File: config.mk
export PLATFORM = sky130hd
export DESIGN_NAME = systolic_sequencer
export DESIGN_NICKNAME = d
export VERILOG_FILES = /design/src/rtl/systolic_pkg.sv /design/src/rtl/skew_mask_gen.sv /design/src/rtl/systolic_sequencer.sv
export SDC_FILE = /design/constraint.sdc
export NUM_CORES = 1
export LEC_CHECK = 0
export ABC_CLOCK_PERIOD_IN_PS = 4900
export CAP_MARGIN = 10
export CORE_ASPECT_RATIO = 0.5
export CORE_UTILIZATION = 40
export CTS_CLUSTER_DIAMETER = 200
export DETAILED_ROUTE_END_ITERATION = 12
export PLACE_DENSITY = 0.73
export SYNTH_ARGS = -nofsm -noshare
export SYNTH_HDL_FRONTEND = slang
export SYNTH_SLANG_ARGS = --single-unit
File: constraint.sdc
create_clock -name clk -period 4.9 [get_ports clk]
set_clock_uncertainty 0.05 [all_clocks]
set_input_delay 0.735 -clock clk [delete_from_list [all_inputs] [get_ports clk]]
set_output_delay 0.735 -clock clk [all_outputs]
set_load 0.02 [all_outputs]
File: src/rtl/systolic_pkg.sv
// systolic_pkg -- definitions shared by the systolic array sequencer.
//   N_DEF, KW_DEF : default array dimension and k_len width
//   seq_state_t   : sequencer FSM state encoding
package systolic_pkg;

    localparam int N_DEF  = 4;
    localparam int KW_DEF = 8;

    typedef enum logic [2:0] {
        S_IDLE  = 3'd0,
        S_CLEAR = 3'd1,
        S_FEED  = 3'd2,
        S_DRAIN = 3'd3,
        S_OUT   = 3'd4
    } seq_state_t;

endpackage

File: src/rtl/skew_mask_gen.sv
// skew_mask_gen -- diagonal feed mask for one edge of an N x N systolic array.
// Edge lane i carries real data for t = i .. i+k_len-1 and drives zero
// otherwise, which produces the skewed wavefront the array expects.
//   t     [CW-1:0] : feed cycle index
//   k_len [KW-1:0] : inner dimension
//   mask  [N-1:0]  : per-lane feed enable
module skew_mask_gen #(
    parameter int N  = 4,
    parameter int KW = 8,
    parameter int CW = KW + 4
) (
    input  logic [CW-1:0] t,
    input  logic [KW-1:0] k_len,
    output logic [N-1:0]  mask
);

    // One extra bit so i + k_len cannot wrap.
    logic [CW:0] t_ext;
    assign t_ext = {1'b0, t};

    for (genvar i = 0; i < N; i++) begin : g_lane
        assign mask[i] = (t_ext >= (CW+1)'(i)) &&
                         (t_ext <  ((CW+1)'(i) + (CW+1)'(k_len)));
    end

endmodule

File: src/rtl/systolic_sequencer.sv
// systolic_sequencer -- control FSM for one N x N systolic matrix-multiply pass.
// Sequence: IDLE -> CLEAR (1 cycle) -> FEED (k_len+N-1 cycles) -> DRAIN (N
// cycles) -> OUT (N handshakes on res_valid/res_ready) -> IDLE with done.
//   clk, rst            : clock, synchronous active-high reset
//   start, k_len        : pass request and inner dimension (k_len=0 ignored)
//   abort               : cancel the running pass, no done pulse
//   busy                : not in IDLE
//   pe_clr              : clear all PE accumulators (CLEAR state)
//   feed_cnt            : feed cycle index t during FEED
//   row_en, col_en      : per-edge skewed feed enables
//   res_row, res_valid,
//   res_ready           : result row readout handshake
//   done                : one-cycle pulse on acceptance of the last row
//   perf_cycles         : busy cycles of the last pass
// Macro SYSTOLIC_PERF_EN enables the perf_cycles counter; otherwise it reads 0.
module systolic_sequencer
    import systolic_pkg::*;
#(
    parameter int N  = N_DEF,
    parameter int KW = KW_DEF,
    parameter int CW = KW + 4
) (
    input  logic                   clk,
    input  logic                   rst,
    input  logic                   start,
    input  logic [KW-1:0]          k_len,
    input  logic                   abort,
    output logic                   busy,
    output logic                   pe_clr,
    output logic [CW-1:0]          feed_cnt,
    output logic [N-1:0]           row_en,
    output logic [N-1:0]           col_en,
    output logic [$clog2(N)-1:0]   res_row,
    output logic                   res_valid,
    input  logic                   res_ready,
    output logic                   done,
    output logic [31:0]            perf_cycles
);

    localparam int RW = $clog2(N);
    localparam int DW = $clog2(N) + 1;

    seq_state_t    state_q, state_d;
    logic [KW-1:0] k_q, k_d;
    logic [CW-1:0] t_q, t_d;
    logic [DW-1:0] dcnt_q, dcnt_d;
    logic [RW-1:0] row_q, row_d;
    logic          pe_clr_q, pe_clr_d;
    logic          res_valid_q, res_valid_d;
    logic [N-1:0]  row_en_q, row_en_d;
    logic [N-1:0]  col_en_q, col_en_d;
    logic [N-1:0]  row_mask, col_mask;
    logic          feed_en;
    logic          accept;
    logic          last_row;
    logic [CW-1:0] last_t;

    assign accept   = (state_q == S_IDLE) && start && (k_len != '0) && !abort;
    assign last_row = (row_q == RW'(N-1));
    assign last_t   = CW'(k_q) + CW'(N-2);

    // Masks are computed from the next t so the enables can be registered
    // and line up with feed_cnt in the same cycle.
    skew_mask_gen #(.N(N), .KW(KW), .CW(CW)) u_row_mask (
        .t(t_d), .k_len(k_q), .mask(row_mask)
    );
    skew_mask_gen #(.N(N), .KW(KW), .CW(CW)) u_col_mask (
        .t(t_d), .k_len(k_q), .mask(col_mask)
    );

    always_comb begin
        state_d     = state_q;
        k_d         = k_q;
        t_d         = '0;
        dcnt_d      = dcnt_q;
        row_d       = row_q;
        pe_clr_d    = 1'b0;
        res_valid_d = 1'b0;
        feed_en     = 1'b0;
        case (state_q)
            S_IDLE: begin
                if (accept) begin
                    k_d      = k_len;
                    state_d  = S_CLEAR;
                    pe_clr_d = 1'b1;
                end
            end
            S_CLEAR: begin
                state_d = S_FEED;
                feed_en = 1'b1;
            end
            S_FEED: begin
                if (t_q == last_t) begin
                    state_d = S_DRAIN;
                    dcnt_d  = '0;
                end else begin
                    t_d     = t_q + CW'(1);
                    feed_en = 1'b1;
                end
            end
            S_DRAIN: begin
                if (dcnt_q == DW'(N-1)) begin
                    state_d     = S_OUT;
                    row_d       = '0;
                    res_valid_d = 1'b1;
                end else begin
                    dcnt_d = dcnt_q + DW'(1);
                end
            end
            S_OUT: begin
                res_valid_d = 1'b1;
                if (res_ready) begin
                    if (last_row) begin
                        state_d     = S_IDLE;
                        row_d       = '0;
                        res_valid_d = 1'b0;
                    end else begin
                        row_d = row_q + RW'(1);
                    end
                end
            end
            default: state_d = S_IDLE;
        endcase
        // Abort overrides every transition out of a non-IDLE state.
        if (abort && (state_q != S_IDLE)) begin
            state_d     = S_IDLE;
            t_d         = '0;
            dcnt_d      = '0;
            row_d       = '0;
            pe_clr_d    = 1'b0;
            res_valid_d = 1'b0;
            feed_en     = 1'b0;
        end
    end

    assign row_en_d = feed_en ? row_mask : '0;
    assign col_en_d = feed_en ? col_mask : '0;

    always_ff @(posedge clk) begin
        if (rst) begin
            state_q     <= S_IDLE;
            k_q         <= '0;
            t_q         <= '0;
            dcnt_q      <= '0;
            row_q       <= '0;
            pe_clr_q    <= 1'b0;
            res_valid_q <= 1'b0;
            row_en_q    <= '0;
            col_en_q    <= '0;
        end else begin
            state_q     <= state_d;
            k_q         <= k_d;
            t_q         <= t_d;
            dcnt_q      <= dcnt_d;
            row_q       <= row_d;
            pe_clr_q    <= pe_clr_d;
            res_valid_q <= res_valid_d;
            row_en_q    <= row_en_d;
            col_en_q    <= col_en_d;
        end
    end

    assign busy      = (state_q != S_IDLE);
    assign pe_clr    = pe_clr_q;
    assign feed_cnt  = t_q;
    assign row_en    = row_en_q;
    assign col_en    = col_en_q;
    assign res_row   = row_q;
    assign res_valid = res_valid_q;
    // Pulses in the cycle whose edge accepts the last row and returns to IDLE.
    assign done      = (state_q == S_OUT) && res_ready && last_row && !abort && !rst;

`ifdef SYSTOLIC_PERF_EN
    logic [31:0] perf_q, perf_d;

    always_comb begin
        perf_d = perf_q;
        if (state_q != S_IDLE) begin
            perf_d = perf_q + 32'd1;
        end else if (accept) begin
            perf_d = '0;
        end
    end

    always_ff @(posedge clk) begin
        if (rst) begin
            perf_q <= '0;
        end else begin
            perf_q <= perf_d;
        end
    end

    assign perf_cycles = perf_q;
`else
    assign perf_cycles = '0;
`endif

endmodule

# == Word level (Yosys, flattened, before mapping) ==
# Index checks and enable logic that the tools add are counted.
# totals
reg_bits,34
in_bits,13
output_inout_bits,58
elab_cells,88
# op_classes
n_addsub,7
order_cmp,8
n_eq_ne,13
n_mux,24
bitwise,2
n_reduce_logical,26
# ops
cell,n
less-than comparator 12 x 13 -> 1 bit,3
2-to-1 mux 12 bit,3
greater-or-equal comparator 12 x 1 -> 1 bit (second input constant),2
greater-or-equal comparator 12 x 2 -> 1 bit (second input constant),2
2-to-1 mux 3 bit,7
adder 2 x 8 -> 9 bit (first input constant),2
one-hot mux 3 bit (5 select lines),1
adder 12 x 1 -> 12 bit (second input constant),1
== test 12 x 9 -> 1 bit,1
logical AND 1 bit,12
less-than comparator 12 x 8 -> 1 bit,1
inequality test 2 bit (second input constant),6
adder 1 x 8 -> 9 bit (first input constant),1
adder 8 x 2 -> 9 bit (second input constant),1
== test 3 x 2 -> 1 bit (second input constant),3
nonzero test 8 bit,1
2-to-1 mux 1 bit,6
2-to-1 mux 2 bit,3
one-hot mux 3 bit (2 select lines),1
AND reduction 3 bit,2
AND reduction 5 bit,1
one-hot mux 1 bit (2 select lines),2
one-hot mux 2 bit (2 select lines),1
nonzero test 2 bit,2
other kinds (12),15

# == Longest topological paths before layout ==
# Gate-level depths: netlist of run 1.
# depth
ltp_word,7
ltp_mapped,18
ltp_nobuf,17

# == Hierarchy ==
# Synthesis of run 1 repeated with hierarchy kept, for this count alone.
# hier_totals
cells_unflattened,538
area_unflattened_um2,4395.5
# modules_own_cells
mod,n_inst,cells_per_inst,area_per_inst_um2,seq_area_each_um2
systolic_sequencer,1,262,2278.4,760.7
skew_mask_gen,2,138,1058.5,0.0

# == Least setup slack after synthesis of run 1 ==
# No wires, ideal clock.
# synth_path
path_type,reg-to-reg
from,register k_q[1]
to,register col_en_q[2] (netlist: col_en[2])
setup_time_ns,0.115
arrival_ns,3.396
t_required_ns,4.734
slack_ns,1.339
stages_incl_launch_ff,18
path_buffers,2
period_less_slack_ns,3.561
path_cell_list,dfxtp_1 > ha_1 > buf_2 > xor2_1 > nor3_1 > a311o_1 > nand4_4 > nand2_2 > buf_4 > nor2_1 > ha_1 > o21bai_1 > a21oi_1 > a21boi_0 > maj3_1 > o31ai_1 > o211ai_1 > and3_1
# synth_between
elab_chain_len,7
word_cells_on_any_way,14
classes_between,add/sub (2); order compare (2); eq/ne (1); mux (6); bitwise (1); reduce/logical (2)
# synth_lines
element,line_no,rtl
start: declaration,systolic_sequencer.sv:44,"logic [KW-1:0] k_q, k_d;"
start signal: assignment,systolic_sequencer.sv:152,k_q <= k_d;
adder 8 x 2 -> 9 bit *,systolic_sequencer.sv:60,assign last_t = CW'(k_q) + CW'(N-2);
== test 12 x 9 -> 1 bit *,systolic_sequencer.sv:93,if (t_q == last_t) begin
2-to-1 mux 12 bit *,systolic_sequencer.sv:93,
2-to-1 mux 12 bit *,systolic_sequencer.sv:80,case (state_q)
2-to-1 mux 12 bit *,systolic_sequencer.sv:125,if (abort && (state_q != S_IDLE)) begin
via t_d[1],systolic_sequencer.sv:45,"logic [CW-1:0] t_q, t_d;"
less-than comparator 12 x 13 -> 1 bit or greater-or-equal comparator 12 x 2 -> 1 bit (tied branches),"skew_mask_gen.sv:23, skew_mask_gen.sv:22",
logical AND 1 bit *,skew_mask_gen.sv:22,assign mask[i] = (t_ext >= (CW+1)'(i)) &&
end signal: assignment,systolic_sequencer.sv:159,col_en_q <= col_en_d;
end: declaration,systolic_sequencer.sv:51,"logic [N-1:0] col_en_q, col_en_d;"
# Mark *: on every way through the listed nets, which the timed path passes. The rest lies on a longest branch.
# A chain may end at the register's enable or synchronous reset.

# == Final worst setup path of run 1 ==
# layout_path
from,register k_q[2]
to,register col_en_q[2] (netlist: col_en[2])
# Same word-level chain as after synthesis.

==> results of run 1 <==
## registers in the layout, summed over array words and instances (netlist names)
| name | count |
|---|---|
| feed_cnt | 12 |
| res_row | 2 |
| pe_clr | 1 |
| col_en | 4 |
| state_q | 3 |
| res_valid | 1 |
| k_q | 8 |
| dcnt_q | 3 |
## cell families after synthesis
logic type / count (synthesis) / synth area share (%)
AO/OA/AOI/OAI: 72 / 14.6
XOR/XNOR: 37 / 10.4
adder cells (fa/ha/maj): 32 / 12.3
buffers and inverters: 73 / 13.4
flip-flops: 34 / 21.0
multiplexers: 4 / 1.23
other: 1 / 0.116
AND/OR/NAND/NOR: 166 / 27.0
## synthesized netlist by cell type, drive strengths merged (2+ instances only)
library cell,number
nor2,54
clkbuf,8
a211oi,4
nand3b,2
and3,6
and4,3
o21ai,13
buf,51
dfxtp,34
a21o,4
or3,5
or2,3
mux2i,4
nor4,6
inv,14
nand3,11
nand2b,5
nand2,32
and2,3
o211ai,2
a31o,2
a211o,3
a21boi,2
o21a,3
xor2,18
nor2b,4
a21oi,22
nor3b,3
o22ai,2
a31oi,5
ha,31
nor3,13
nand4,11
xnor2,18
## routing by layer
metal,track usage [%],routed length (microns),share of wire [%],vias up
met1,27.6,3860,47,1333
met3,3.66,651,8.0,9
met5,0,0,0,-
met4,5.29,86,1.1,0
li1,-,-,-,1434
met2,32.3,3540,43,138
## area by class of cell
type                            count  area [sq um]  share of cell area, %
Clock buffer                        6           139                   3.80
Tap cell                          108           135                   3.70
Timing Repair Buffer               39           388                   10.6
Multi-Input combinational cell    343          2240                   61.5
Clock inverter                      2          12.5                  0.343
Sequential cell                    34           681                   18.6
Inverter                           14          52.6                   1.44
## critical path, delay by kind of cell (launching register included)
family	cells	cell delay, ns
DFF	1	0.59
adders and majority gates	3	1.18
AOI/OAI and AO/OA	7	1.16
and+or+nand+nor	5	1.19
## power by group through the flow
stage | registers (mW) | clock network (mW) | logic [mW]
floorplan | 0.302 | 0 | 0.206
global placement | 0.324 | 0 | 0.218
detailed placement | 0.325 | 0 | 0.219
CTS | 0.319 | 0.334 | 0.222
global route | 0.323 | 0.345 | 0.245
finish | 0.321 | 0.330 | 0.224
## stage by stage
stage | total power, mW | instances | hold slack (ns) | util, %
final | 0.875 | 546 | 0.405 | 48.1
after global routing | 0.913 | 546 | 0.433 | 48.1
after floorplan | 0.508 | 450 | 0.382 | -
after global placement | 0.543 | 538 | 0.392 | 46.1
after detailed placement | 0.544 | 538 | 0.402 | 46.1
after CTS | 0.874 | 546 | 0.410 | 48.1
## worst paths after layout
check	start	endpoint	slack, ns	cells past startpoint
worst max register to register	k_q[2]$_SDFFE_PP0P_	col_en[2]$_SDFF_PP0_	0.61	15
worst min-delay path	dcnt_q[2]$_SDFFE_PP0P_	dcnt_q[2]$_SDFFE_PP0P_	0.40	2
worst min register to register	dcnt_q[2]$_SDFFE_PP0P_	dcnt_q[2]$_SDFFE_PP0P_	0.40	2
worst max-delay path	k_q[2]$_SDFFE_PP0P_	col_en[2]$_SDFF_PP0_	0.61	15
## cells in the final DEF (no fill, tap or decap), types with 4 or more instances in the layout
cell	count
sky130_fd_sc_hd__and3_1	6
sky130_fd_sc_hd__nand4_1	10
sky130_fd_sc_hd__a21o_1	4
sky130_fd_sc_hd__nor2b_1	4
sky130_fd_sc_hd__inv_1	14
sky130_fd_sc_hd__nor4_1	6
sky130_fd_sc_hd__ha_1	31
sky130_fd_sc_hd__xor2_1	18
sky130_fd_sc_hd__a211oi_1	4
sky130_fd_sc_hd__clkdlybuf4s50_1	38
sky130_fd_sc_hd__mux2i_1	4
sky130_fd_sc_hd__conb_1	32
sky130_fd_sc_hd__nand2_1	31
sky130_fd_sc_hd__a31oi_1	5
sky130_fd_sc_hd__nor3_1	13
sky130_fd_sc_hd__o21ai_0	10
sky130_fd_sc_hd__nor2_1	53
sky130_fd_sc_hd__xnor2_1	18
sky130_fd_sc_hd__a21oi_1	21
sky130_fd_sc_hd__nand3_1	10
sky130_fd_sc_hd__clkbuf_16	5
sky130_fd_sc_hd__or3_1	5
sky130_fd_sc_hd__dfxtp_1	34
sky130_fd_sc_hd__nand2b_1	5
==> implementation parameters, run 1 <==
Parameter                              Value

Status
  Result of the run ... complete, no violations

STA
  Post-route minimum period ... 4.29 ns
  Final max-slew violation count ... 0
  Sum Neg Setup Slack ... 0 ns
  Tightest slew margin relative to the limit ... 53.0%
  Worst Max-Slew Pin Slew ... 0.704 ns
  Fmax achieved ... 233 MHz
  Crit share post-route ... 87.5%
  Smallest setup slack after layout ... 0.612 ns
  Final Setup Violations ... 0
  Number of endpoints with negative hold slack in the final report ... 0
  Unrepaired setup endpoints after global routing ... false

Global route
  Gr ovfl total ... 0
  All-layer global routing usage ... 20.1%
  Largest net degree at the start of global routing ... 20
  Wire length of the first global-routing pass ... 13,000 microns
  Via count of the first global-routing pass ... 2,485
  Number of antenna violations at the first check in global routing ... 0

Synth
  Count of mapped cells out of synthesis ... 419
  Average footprint of a synthesized cell ... 7.74 sq um
  Count of state elements after synthesis ... 34
  Biggest area contributors in the synthesized netlist ... sky130_fd_sc_hd__dfxtp_1 (21%), sky130_fd_sc_hd__ha_1 (12%), sky130_fd_sc_hd__buf_4 (9.0%), sky130_fd_sc_hd__nor2_1 (6.1%), sky130_fd_sc_hd__xnor2_1 (4.9%)
  Total standard cell area after synthesis ... 3240 sq um
  Number of enable-type register cells in the synthesized netlist ... 0
  Share of synthesized flip-flops with an asynchronous set or reset ... 0%
  Cell taking the most area after synthesis ... sky130_fd_sc_hd__dfxtp_1
  Sequential cell area fraction in the yosys report ... 21.0%
  Post-synthesis cell type count ... 64
  Proportion of netlist area held by the largest area contributor ... 21.0%
  Post-synth top flop ... sky130_fd_sc_hd__dfxtp_1
  Count of warnings emitted by yosys ... 0

Critical path
  Arrival time reported for the critical path endpoint ... 4.41 ns
  Stage delay of the slowest cell on the critical path ... 0.59 ns
  Cells along the critical path ... ha_1, and4bb_1, o21ai_0, a32o_1, nand4_4, nand2_2, nor2_1, ha_1, o21bai_1, a21oi_1, a21boi_0, maj3_1, o31ai_1, o211ai_1, and3_1
  Most frequent cell on the critical path ... sky130_fd_sc_hd__ha_1
  Category of the critical setup timing path ... register to register
  Kind of start point of the critical path ... register
  Crit-path max FO ... 14
  Critical Path Sink Type ... register
  Worst endpoint required time ... 5.03 ns
  Critical-path top delay cell ... sky130_fd_sc_hd__dfxtp_1

Power
  Net switching fraction of the power ... 33.9%
  Sequential share of power ... 36.7%
  Power density of the placed cells ... 240 nW/um^2
  Fraction of power consumed by combinational cells ... 25.6%
  Clock share of power ... 37.7%
  Leakage power total ... 1.47 nW
  Peak supply drop ... 159 uV
  Design internal power ... 578 uW
  Switching power of the nets ... 297 uW

Clock network
  Clock latency reported for the late side of the worst-skew pair ... 0.28 ns
  Clock tree buffer depth ... 2
  Hold buffer count at CTS ... 0
  CTS tree ... built
  PostCTS Resize Cnt ... 0
  H-tree levels ... 2
  Number of buffers created by CTS ... 5
  Setup Fix Bufs, Post-CTS ... 0
  Num Clock Sinks ... 34
  Root buf cell ... sky130_fd_sc_hd__clkbuf_16
  CTS clk-pin slew, worst paths ... 0.06 ns

Place
  Total of buffers placed on input and output ports ... 38
  Setup Slack @ Placement ... 0.737 ns
  Routability cong. ... 0.965
  Half-perimeter wire length of the detailed placement result ... 6130 microns
  Area after detailed placement ... 3500 sq um

Layout
  Layout-stage area growth over the synthesis result ... 12.6%
  Final standard cell area without fillers ... 3650 sq um
  Fraction of final layout cells sized beyond drive strength 1 ... 5.25%
  Filler Cell Count ... 763
  Ant. Diodes ... 0
  Net count, final ... 481

Route
  Routed len/inst ... 14.9 microns
  DR DRC count ... 0
  Final Routed Wirelength ... 8140 microns
  DRT Pass-1 Iters ... 5
  Initial drt markers ... 224
  Number of vias after detailed routing ... 2,914
  Via-to-Cell Ratio ... 5.34
  Count of antenna-violating nets left after detailed routing ... 0

Floorplanning
  Die boundary width ... 129 microns
  Effective utilization at floorplan ... 42.7%
  Core Region ... 7600 sq um
  Placement row count ... 22
  # IOs ... 71
  Die area ... 8500 sq um
  Die Y ... 65.7 microns

Hold path
  Hold WC Path Type ... register to register

Flow run
  Max-cap violations ... 0
Power figures use the tool's default switching activity.
==> run 2, diff against run 1 <==
Settings changed: ABC_CLOCK_PERIOD_IN_PS 4900 to 4200, CORE_ASPECT_RATIO 0.5 to 1.4, CTS_CLUSTER_SIZE set to 40.
Clock period 4.9 ns to 4.2 ns, I/O delays scaled along.
==> run 2 against run 1 <==
Cell count up 0.37%. Critical path depth unchanged. Combinational power up 26%. Non-clock buffer count up 10. Sequential share of layout area down 0.12 points. Clock power down 9.7%. Sequential power up 14%. Utilization down 0.93 points. Register-to-register slack worse by 0.27 ns. Fmax up 11%. Global-route usage up 2.0 points. Critical endpoint unchanged. Largest power group is now sequential cells.
==> implementation parameters, run 2 (synthesis results as in run 1) <==
Parameter                              Value

Layout
  Ant. Diodes ... 0 (unchanged)
  Leading cell type in the layout, fill and taps excluded ... sky130_fd_sc_hd__nor2_1 (unchanged)
  Layout-stage area growth over the synthesis result ... 13.3% (was 12.6%)
  Number of non-filler instances in the completed layout ... 548 (was 546)
  Net count, final ... 491 (was 481)
  Register area ... 681 sq um (unchanged)
  Flip-flop count of the largest register after layout ... 12 (unchanged)
  Filler Cell Count ... 824 (was 763)
  Fraction of final layout cells sized beyond drive strength 1 ... 7.37% (was 5.25%)
  Area used by multi-input combinational logic ... 2240 sq um (unchanged)
  Leading cell types in the layout, fill and taps excluded ... sky130_fd_sc_hd__nor2_1 (53), sky130_fd_sc_hd__clkdlybuf4s50_1 (38), sky130_fd_sc_hd__dfxtp_1 (34), sky130_fd_sc_hd__conb_1 (32) (unchanged)

Clock network
  Clock tree buffer depth ... 2 (unchanged)
  CTS clk-pin slew, worst paths ... 0.08 ns (was 0.06 ns)
  Hold buffer count at CTS ... 0 (unchanged)
  CTS tree ... built (unchanged)
  Root buf cell ... sky130_fd_sc_hd__clkbuf_8 (was sky130_fd_sc_hd__clkbuf_16)
  Num Clock Sinks ... 34 (unchanged)
  H-tree levels ... 2 (unchanged)
  Clock latency reported for the late side of the worst-skew pair ... 0.30 ns (was 0.28 ns)
  PostCTS Resize Cnt ... 0 (unchanged)
  Setup Fix Bufs, Post-CTS ... 0 (unchanged)
  Number of buffers created by CTS ... 5 (unchanged)

Critical path
  Arrival time reported for the critical path endpoint ... 4.01 ns (was 4.41 ns)
  Critical Path Source ... k_q[1]$_SDFFE_PP0P_ (was k_q[2]$_SDFFE_PP0P_)
  Critical Path Sink Type ... register (unchanged)
  Worst reg2reg startpoint ... k_q[1]$_SDFFE_PP0P_ (was k_q[2]$_SDFFE_PP0P_)
  Crit-path max FO ... 10 (was 14)
  Worst endpoint required time ... 4.35 ns (was 5.03 ns)
  Kind of start point of the critical path ... register (unchanged)
  Category of the critical setup timing path ... register to register (unchanged)

Global route
  Number of antenna violations at the first check in global routing ... 0 (unchanged)
  Gr ovfl total ... 0 (unchanged)
  All-layer global routing usage ... 22.1% (was 20.1%)
  Via count of the first global-routing pass ... 2,884 (was 2,485)
  Wire length of the first global-routing pass ... 14,200 microns (was 13,000 microns)
  Largest net degree at the start of global routing ... 18 (was 20)

Floorplanning
  Placement row count ... 38 (was 22)
  Die area ... 8480 sq um (was 8500 sq um)
  Core Region ... 7800 sq um (was 7600 sq um)
  Die boundary width ... 78.1 microns (was 129 microns)
  Effective utilization at floorplan ... 41.6% (was 42.7%)
  # IOs ... 71 (unchanged)
  Die Y ... 109 microns (was 65.7 microns)

Route
  Count of antenna-violating nets left after detailed routing ... 0 (unchanged)
  Final Routed Wirelength ... 8920 microns (was 8140 microns)
  Initial drt markers ... 137 (was 224)
  Via-to-Cell Ratio ... 5.51 (was 5.34)
  DRT Pass-1 Iters ... 4 (was 5)
  Number of vias after detailed routing ... 3,020 (was 2,914)
  DR DRC count ... 0 (unchanged)
  Routed len/inst ... 16.3 microns (was 14.9 microns)

Place
  Half-perimeter wire length of the detailed placement result ... 7280 microns (was 6130 microns)
  Total of buffers placed on input and output ports ... 38 (unchanged)
  Routability cong. ... 0.997 (was 0.965)
  Placed cell count ... 540 (was 538)

STA
  Sum Neg Setup Slack ... 0 ns (unchanged)
  Worst hold-check slack ... 0.420 ns (was 0.405 ns)
  Final Setup Violations ... 0 (unchanged)
  Post-route minimum period ... 3.86 ns (was 4.29 ns)
  Number of endpoints with negative hold slack in the final report ... 0 (unchanged)
  Unrepaired setup endpoints after global routing ... false (unchanged)
  Crit share post-route ... 92.0% (was 87.5%)
  Final max-slew violation count ... 0 (unchanged)
  Fmax achieved ... 259 MHz (was 233 MHz)
  Tightest slew margin relative to the limit ... 57.0% (was 53.0%)
  Worst Max-Slew Pin Slew ... 0.644 ns (was 0.704 ns)

Power
  Peak supply drop ... 319 uV (was 159 uV)
  Leakage power total ... 1.50 nW (was 1.47 nW)
  Power density of the placed cells ... 257 nW/um^2 (was 240 nW/um^2)

Flow run
  Max-cap violations ... 0 (unchanged)

Status
  Result of the run ... complete, no violations (unchanged)

Hold path
  Start point of the worst min-delay path ... dcnt_q[2]$_SDFFE_PP0P_ (unchanged)
  Hold WC Path Type ... register to register (unchanged)
run 2: path summary, 6_finish.rpt:
check,slack (ns),endpoint,depth (start not counted)
min reg2reg,0.42,dcnt_q[2]$_SDFFE_PP0P_,2
max reg2reg,0.34,col_en[2]$_SDFF_PP0_,15
max,0.34,col_en[2]$_SDFF_PP0_,15
min,0.42,dcnt_q[2]$_SDFFE_PP0P_,2
run 2: routing by layer:
layer / part of all wire [%] / vias to the layer above / GRT usage (%) / routed length [microns]
met5: 0 / - / 0 / 0
li1: - / 1453 / - / -
met2: 54 / 102 / 42.4 / 4790
met4: 5.0 / 0 / 13.4 / 444
met3: 4.1 / 29 / 3.71 / 362
met1: 37 / 1436 / 21.8 / 3330
run 2: report_power, final:
| group | switching, mW | internal [mW] |
|---|---|---|
| registers | 0.0305 | 0.336 |
| clock network | 0.132 | 0.166 |
| logic | 0.170 | 0.112 |
| total | 0.332 | 0.613 |
run 2: metrics by stage:
| stage | cell area, sq um | util (%) | setup WS (ns) | power (mW) |
|---|---|---|---|---|
| CTS | 3680 | 47.1 | 0.369 | 0.947 |
| finish | 3680 | 47.1 | 0.338 | 0.946 |
| floorplan | 3360 | - | 0.639 | 0.593 |
| global placement | 3570 | 45.7 | 0.482 | 0.648 |
| detailed placement | 3570 | 45.7 | 0.376 | 0.651 |
| global route | 3680 | 47.1 | 0.0296 | 0.990 |
run 2: critical path, stage by stage (launching register included):
cell	delay, ns
sky130_fd_sc_hd__dfxtp_1	0.46
sky130_fd_sc_hd__ha_1	0.46
sky130_fd_sc_hd__and4bb_1	0.27
sky130_fd_sc_hd__o21ai_0	0.10
sky130_fd_sc_hd__a32o_1	0.26
sky130_fd_sc_hd__nand4_4	0.09
sky130_fd_sc_hd__nand2_2	0.12
sky130_fd_sc_hd__nor2_1	0.28
sky130_fd_sc_hd__ha_1	0.32
sky130_fd_sc_hd__o21bai_1	0.13
sky130_fd_sc_hd__a21oi_1	0.09
sky130_fd_sc_hd__a21boi_0	0.14
sky130_fd_sc_hd__maj3_1	0.37
sky130_fd_sc_hd__o31ai_1	0.30
sky130_fd_sc_hd__o211ai_1	0.11
sky130_fd_sc_hd__and3_1	0.19
run 2: final cells by class:
class	count	share of cell area, %
Multi-Input combinational cell	343	61.1
Sequential cell	34	18.5
Timing Repair Buffer	49	12.6
Tap cell	100	3.40
Clock buffer	8	3.00
Inverter	14	1.43
==> run 3, diff against run 2 <==
Settings changed: CORE_MARGIN set to 5.
==> run 3 against run 2 <==
Worst setup slack gained 0.010 ns. Fmax is 0.27% higher. Cell area increased by 1.2%. Sequential power about the same. Critical path depth did not move. Routed wire length down 0.76%. Count of clock-buffer cells in the layout down 2. Non-clock buffer count shrank 3. Via count shrank 3.1%. Cell count down 0.36%. Highest routed layer unchanged.
==> implementation parameters, run 3 (synthesis results as in run 1) <==
Parameter                              Value

STA
  Final Setup Violations ... 0 (unchanged)
  Post-route minimum period ... 3.85 ns (was 3.86 ns)
  Final max-slew violation count ... 0 (unchanged)
  Sum Neg Setup Slack ... 0 ns (unchanged)
  Worst Max-Slew Pin Slew ... 0.697 ns (was 0.644 ns)
  Fmax achieved ... 260 MHz (was 259 MHz)
  Unrepaired setup endpoints after global routing ... false (unchanged)
  Crit share post-route ... 91.7% (was 92.0%)
  Tightest slew margin relative to the limit ... 53.4% (was 57.0%)
  Worst hold-check slack ... 0.407 ns (was 0.420 ns)
  Number of endpoints with negative hold slack in the final report ... 0 (unchanged)

Place
  Routability cong. ... 1.02 (was 0.997)
  Total of buffers placed on input and output ports ... 38 (unchanged)
  Half-perimeter wire length of the detailed placement result ... 7130 microns (was 7280 microns)

Global route
  Gr ovfl total ... 0 (unchanged)
  Via count of the first global-routing pass ... 2,886 (was 2,884)
  Largest net degree at the start of global routing ... 20 (was 18)
  Wire length of the first global-routing pass ... 14,100 microns (was 14,200 microns)
  Number of antenna violations at the first check in global routing ... 0 (unchanged)
  All-layer global routing usage ... 17.8% (was 22.1%)

Critical path
  Category of the critical setup timing path ... register to register (unchanged)
  Count of buffering cells on the critical path with inverters included ... 0 (unchanged)
  Minimum setup slack among reg-to-reg paths ... 0.35 ns (was 0.34 ns)
  Gate family responsible for the most delay along the worst path ... compound AO/OA/AOI/OAI gates (was adder cells)
  Critical Path Sink Type ... register (unchanged)
  Critical-path top delay cell ... sky130_fd_sc_hd__dfxtp_1 (unchanged)
  Cells along the critical path ... ha_2, and4bb_1, o21ai_0, a32o_1, nand4_4, nand2_2, nor2_1, ha_1, o21bai_1, a21oi_1, a21boi_0, maj3_1, o31ai_1, o211ai_1, and3_1 (was ha_1, and4bb_1, o21ai_0, a32o_1, nand4_4, nand2_2, nor2_1, ha_1, o21bai_1, a21oi_1, a21boi_0, maj3_1, o31ai_1, o211ai_1, and3_1)
  Crit-path max FO ... 10 (unchanged)
  Arrival time reported for the critical path endpoint ... 3.97 ns (was 4.01 ns)
  Stage delay of the slowest cell on the critical path ... 0.45 ns (was 0.46 ns)
  Kind of start point of the critical path ... register (unchanged)
  Worst endpoint required time ... 4.32 ns (was 4.35 ns)

Layout
  Net count, final ... 488 (was 491)
  Leading cell types in the layout, fill and taps excluded ... sky130_fd_sc_hd__nor2_1 (53), sky130_fd_sc_hd__clkdlybuf4s50_1 (38), sky130_fd_sc_hd__conb_1 (32), sky130_fd_sc_hd__dfxtp_1 (32), sky130_fd_sc_hd__nand2_1 (31) (was sky130_fd_sc_hd__nor2_1 (53), sky130_fd_sc_hd__clkdlybuf4s50_1 (38), sky130_fd_sc_hd__dfxtp_1 (34), sky130_fd_sc_hd__conb_1 (32))
  Leading cell type in the layout, fill and taps excluded ... sky130_fd_sc_hd__nor2_1 (unchanged)
  Layout-stage area growth over the synthesis result ... 14.7% (was 13.3%)
  Flip-flop count of the largest register after layout ... 12 (unchanged)
  Fraction of final layout cells sized beyond drive strength 1 ... 7.21% (was 7.37%)
  Ant. Diodes ... 0 (unchanged)
  Post-Route Utilization ... 46.2% (was 47.1%)

Clock network
  Clock tree buffer depth ... 2 (unchanged)
  Number of buffers created by CTS ... 5 (unchanged)
  H-tree levels ... 2 (unchanged)
  CTS clk-pin slew, worst paths ... 0.06 ns (was 0.08 ns)
  Setup Fix Bufs, Post-CTS ... 0 (unchanged)
  Clock latency reported for the late side of the worst-skew pair ... 0.28 ns (was 0.30 ns)
  CTS tree ... built (unchanged)
  Root buf cell ... sky130_fd_sc_hd__clkbuf_16 (was sky130_fd_sc_hd__clkbuf_8)
  Num Clock Sinks ... 34 (unchanged)

Power
  Switching power of the nets ... 340 uW (was 332 uW)
  Fraction of power consumed by combinational cells ... 25.7% (was 29.8%)
  Sequential share of power ... 34.1% (was 38.7%)
  Design internal power ... 739 uW (was 613 uW)
  Power density of the placed cells ... 290 nW/um^2 (was 257 nW/um^2)
  Clock share of power ... 40.2% (was 31.5%)
  Net switching fraction of the power ... 31.5% (was 35.1%)
  Total power ... 1.08 mW (was 946 uW)
  Peak supply drop ... 235 uV (was 319 uV)
  Leakage power total ... 1.51 nW (was 1.50 nW)

Floorplanning
  Core Region ... 8050 sq um (was 7800 sq um)
  # IOs ... 71 (unchanged)
  Die boundary width ... 86.1 microns (was 78.1 microns)
  Effective utilization at floorplan ... 40.3% (was 41.6%)
  Placement row count ... 39 (was 38)
  Die Y ... 117 microns (was 109 microns)
  Die area ... 10,000 sq um (was 8480 sq um)

Route
  Final Routed Wirelength ... 8850 microns (was 8920 microns)
  Number of vias after detailed routing ... 2,925 (was 3,020)
  DRT Pass-1 Iters ... 4 (unchanged)
  Count of antenna-violating nets left after detailed routing ... 0 (unchanged)
  Routed len/inst ... 16.2 microns (was 16.3 microns)
  Initial drt markers ... 144 (was 137)
  DR DRC count ... 0 (unchanged)
  Via-to-Cell Ratio ... 5.36 (was 5.51)

Status
  Result of the run ... complete, no violations (unchanged)

Flow run
  Max-cap violations ... 0 (unchanged)

Hold path
  Hold WC Path Type ... register to register (unchanged)
-- run 3: cell count changes in the layout (fill, tap and decap cells not counted), sizes merged --
cell,before,now
clkbuf,8,6
bufinv,0,1
buf,11,8
-- run 3: final timing paths --
check,start,endpoint,cells after the start
hold / removal,dcnt_q[2]$_SDFFE_PP0P_,dcnt_q[2]$_SDFFE_PP0P_,2
setup reg to reg,k_q[1]$_SDFFE_PP0P_,col_en[2]$_SDFF_PP0_,15
hold reg to reg,dcnt_q[2]$_SDFFE_PP0P_,dcnt_q[2]$_SDFFE_PP0P_,2
setup / recovery,k_q[1]$_SDFFE_PP0P_,col_en[2]$_SDFF_PP0_,15
-- run 3: stage by stage --
step	worst slack, ns	cell area [sq um]	std cells
6_report	0.348	3720	546
2_1_floorplan	0.639	3360	450
3_5_place_dp	0.263	3550	539
3_3_place_gp	0.374	3550	539
4_1_cts	0.253	3710	546
5_1_grt	0.0638	3720	546
-- run 3: area by class of cell --
cell class	count	area [sq um]
clock buffer	6	139
clock inverter	1	30.0
fill	811	4330
inverter	14	52.6
multi-input combinational	343	2250
sequential	34	683
tap	102	128
timing repair buffer	46	440
-- run 3: timing repair --
action                     4_1_cts  5_1_grt
resized for setup                0        3
hold buffers                     0        0
setup endpoints to repair        0        2
-- run 3: per-layer routing --
layer,GRT usage [%],up-vias,wire length [microns]
li1,-,1447,-
met1,19.5,1349,3460
met2,32.5,105,4520
met3,2.75,24,452
met4,9.82,0,418
met5,0,-,0
-- run 3: worst min-delay path, cell delays in order, from the launching register on --
cell	delay [ns]
sky130_fd_sc_hd__dfxtp_1	0.31
sky130_fd_sc_hd__nand2_1	0.05
sky130_fd_sc_hd__a21oi_1	0.05
-- run 3: power by group through the flow --
stage | clock [mW] | sequential, mW | combinational [mW]
CTS | 0.441 | 0.366 | 0.274
global placement | 0 | 0.372 | 0.270
global route | 0.461 | 0.371 | 0.301
floorplan | 0 | 0.352 | 0.241
detailed placement | 0 | 0.373 | 0.272
finish | 0.434 | 0.368 | 0.277
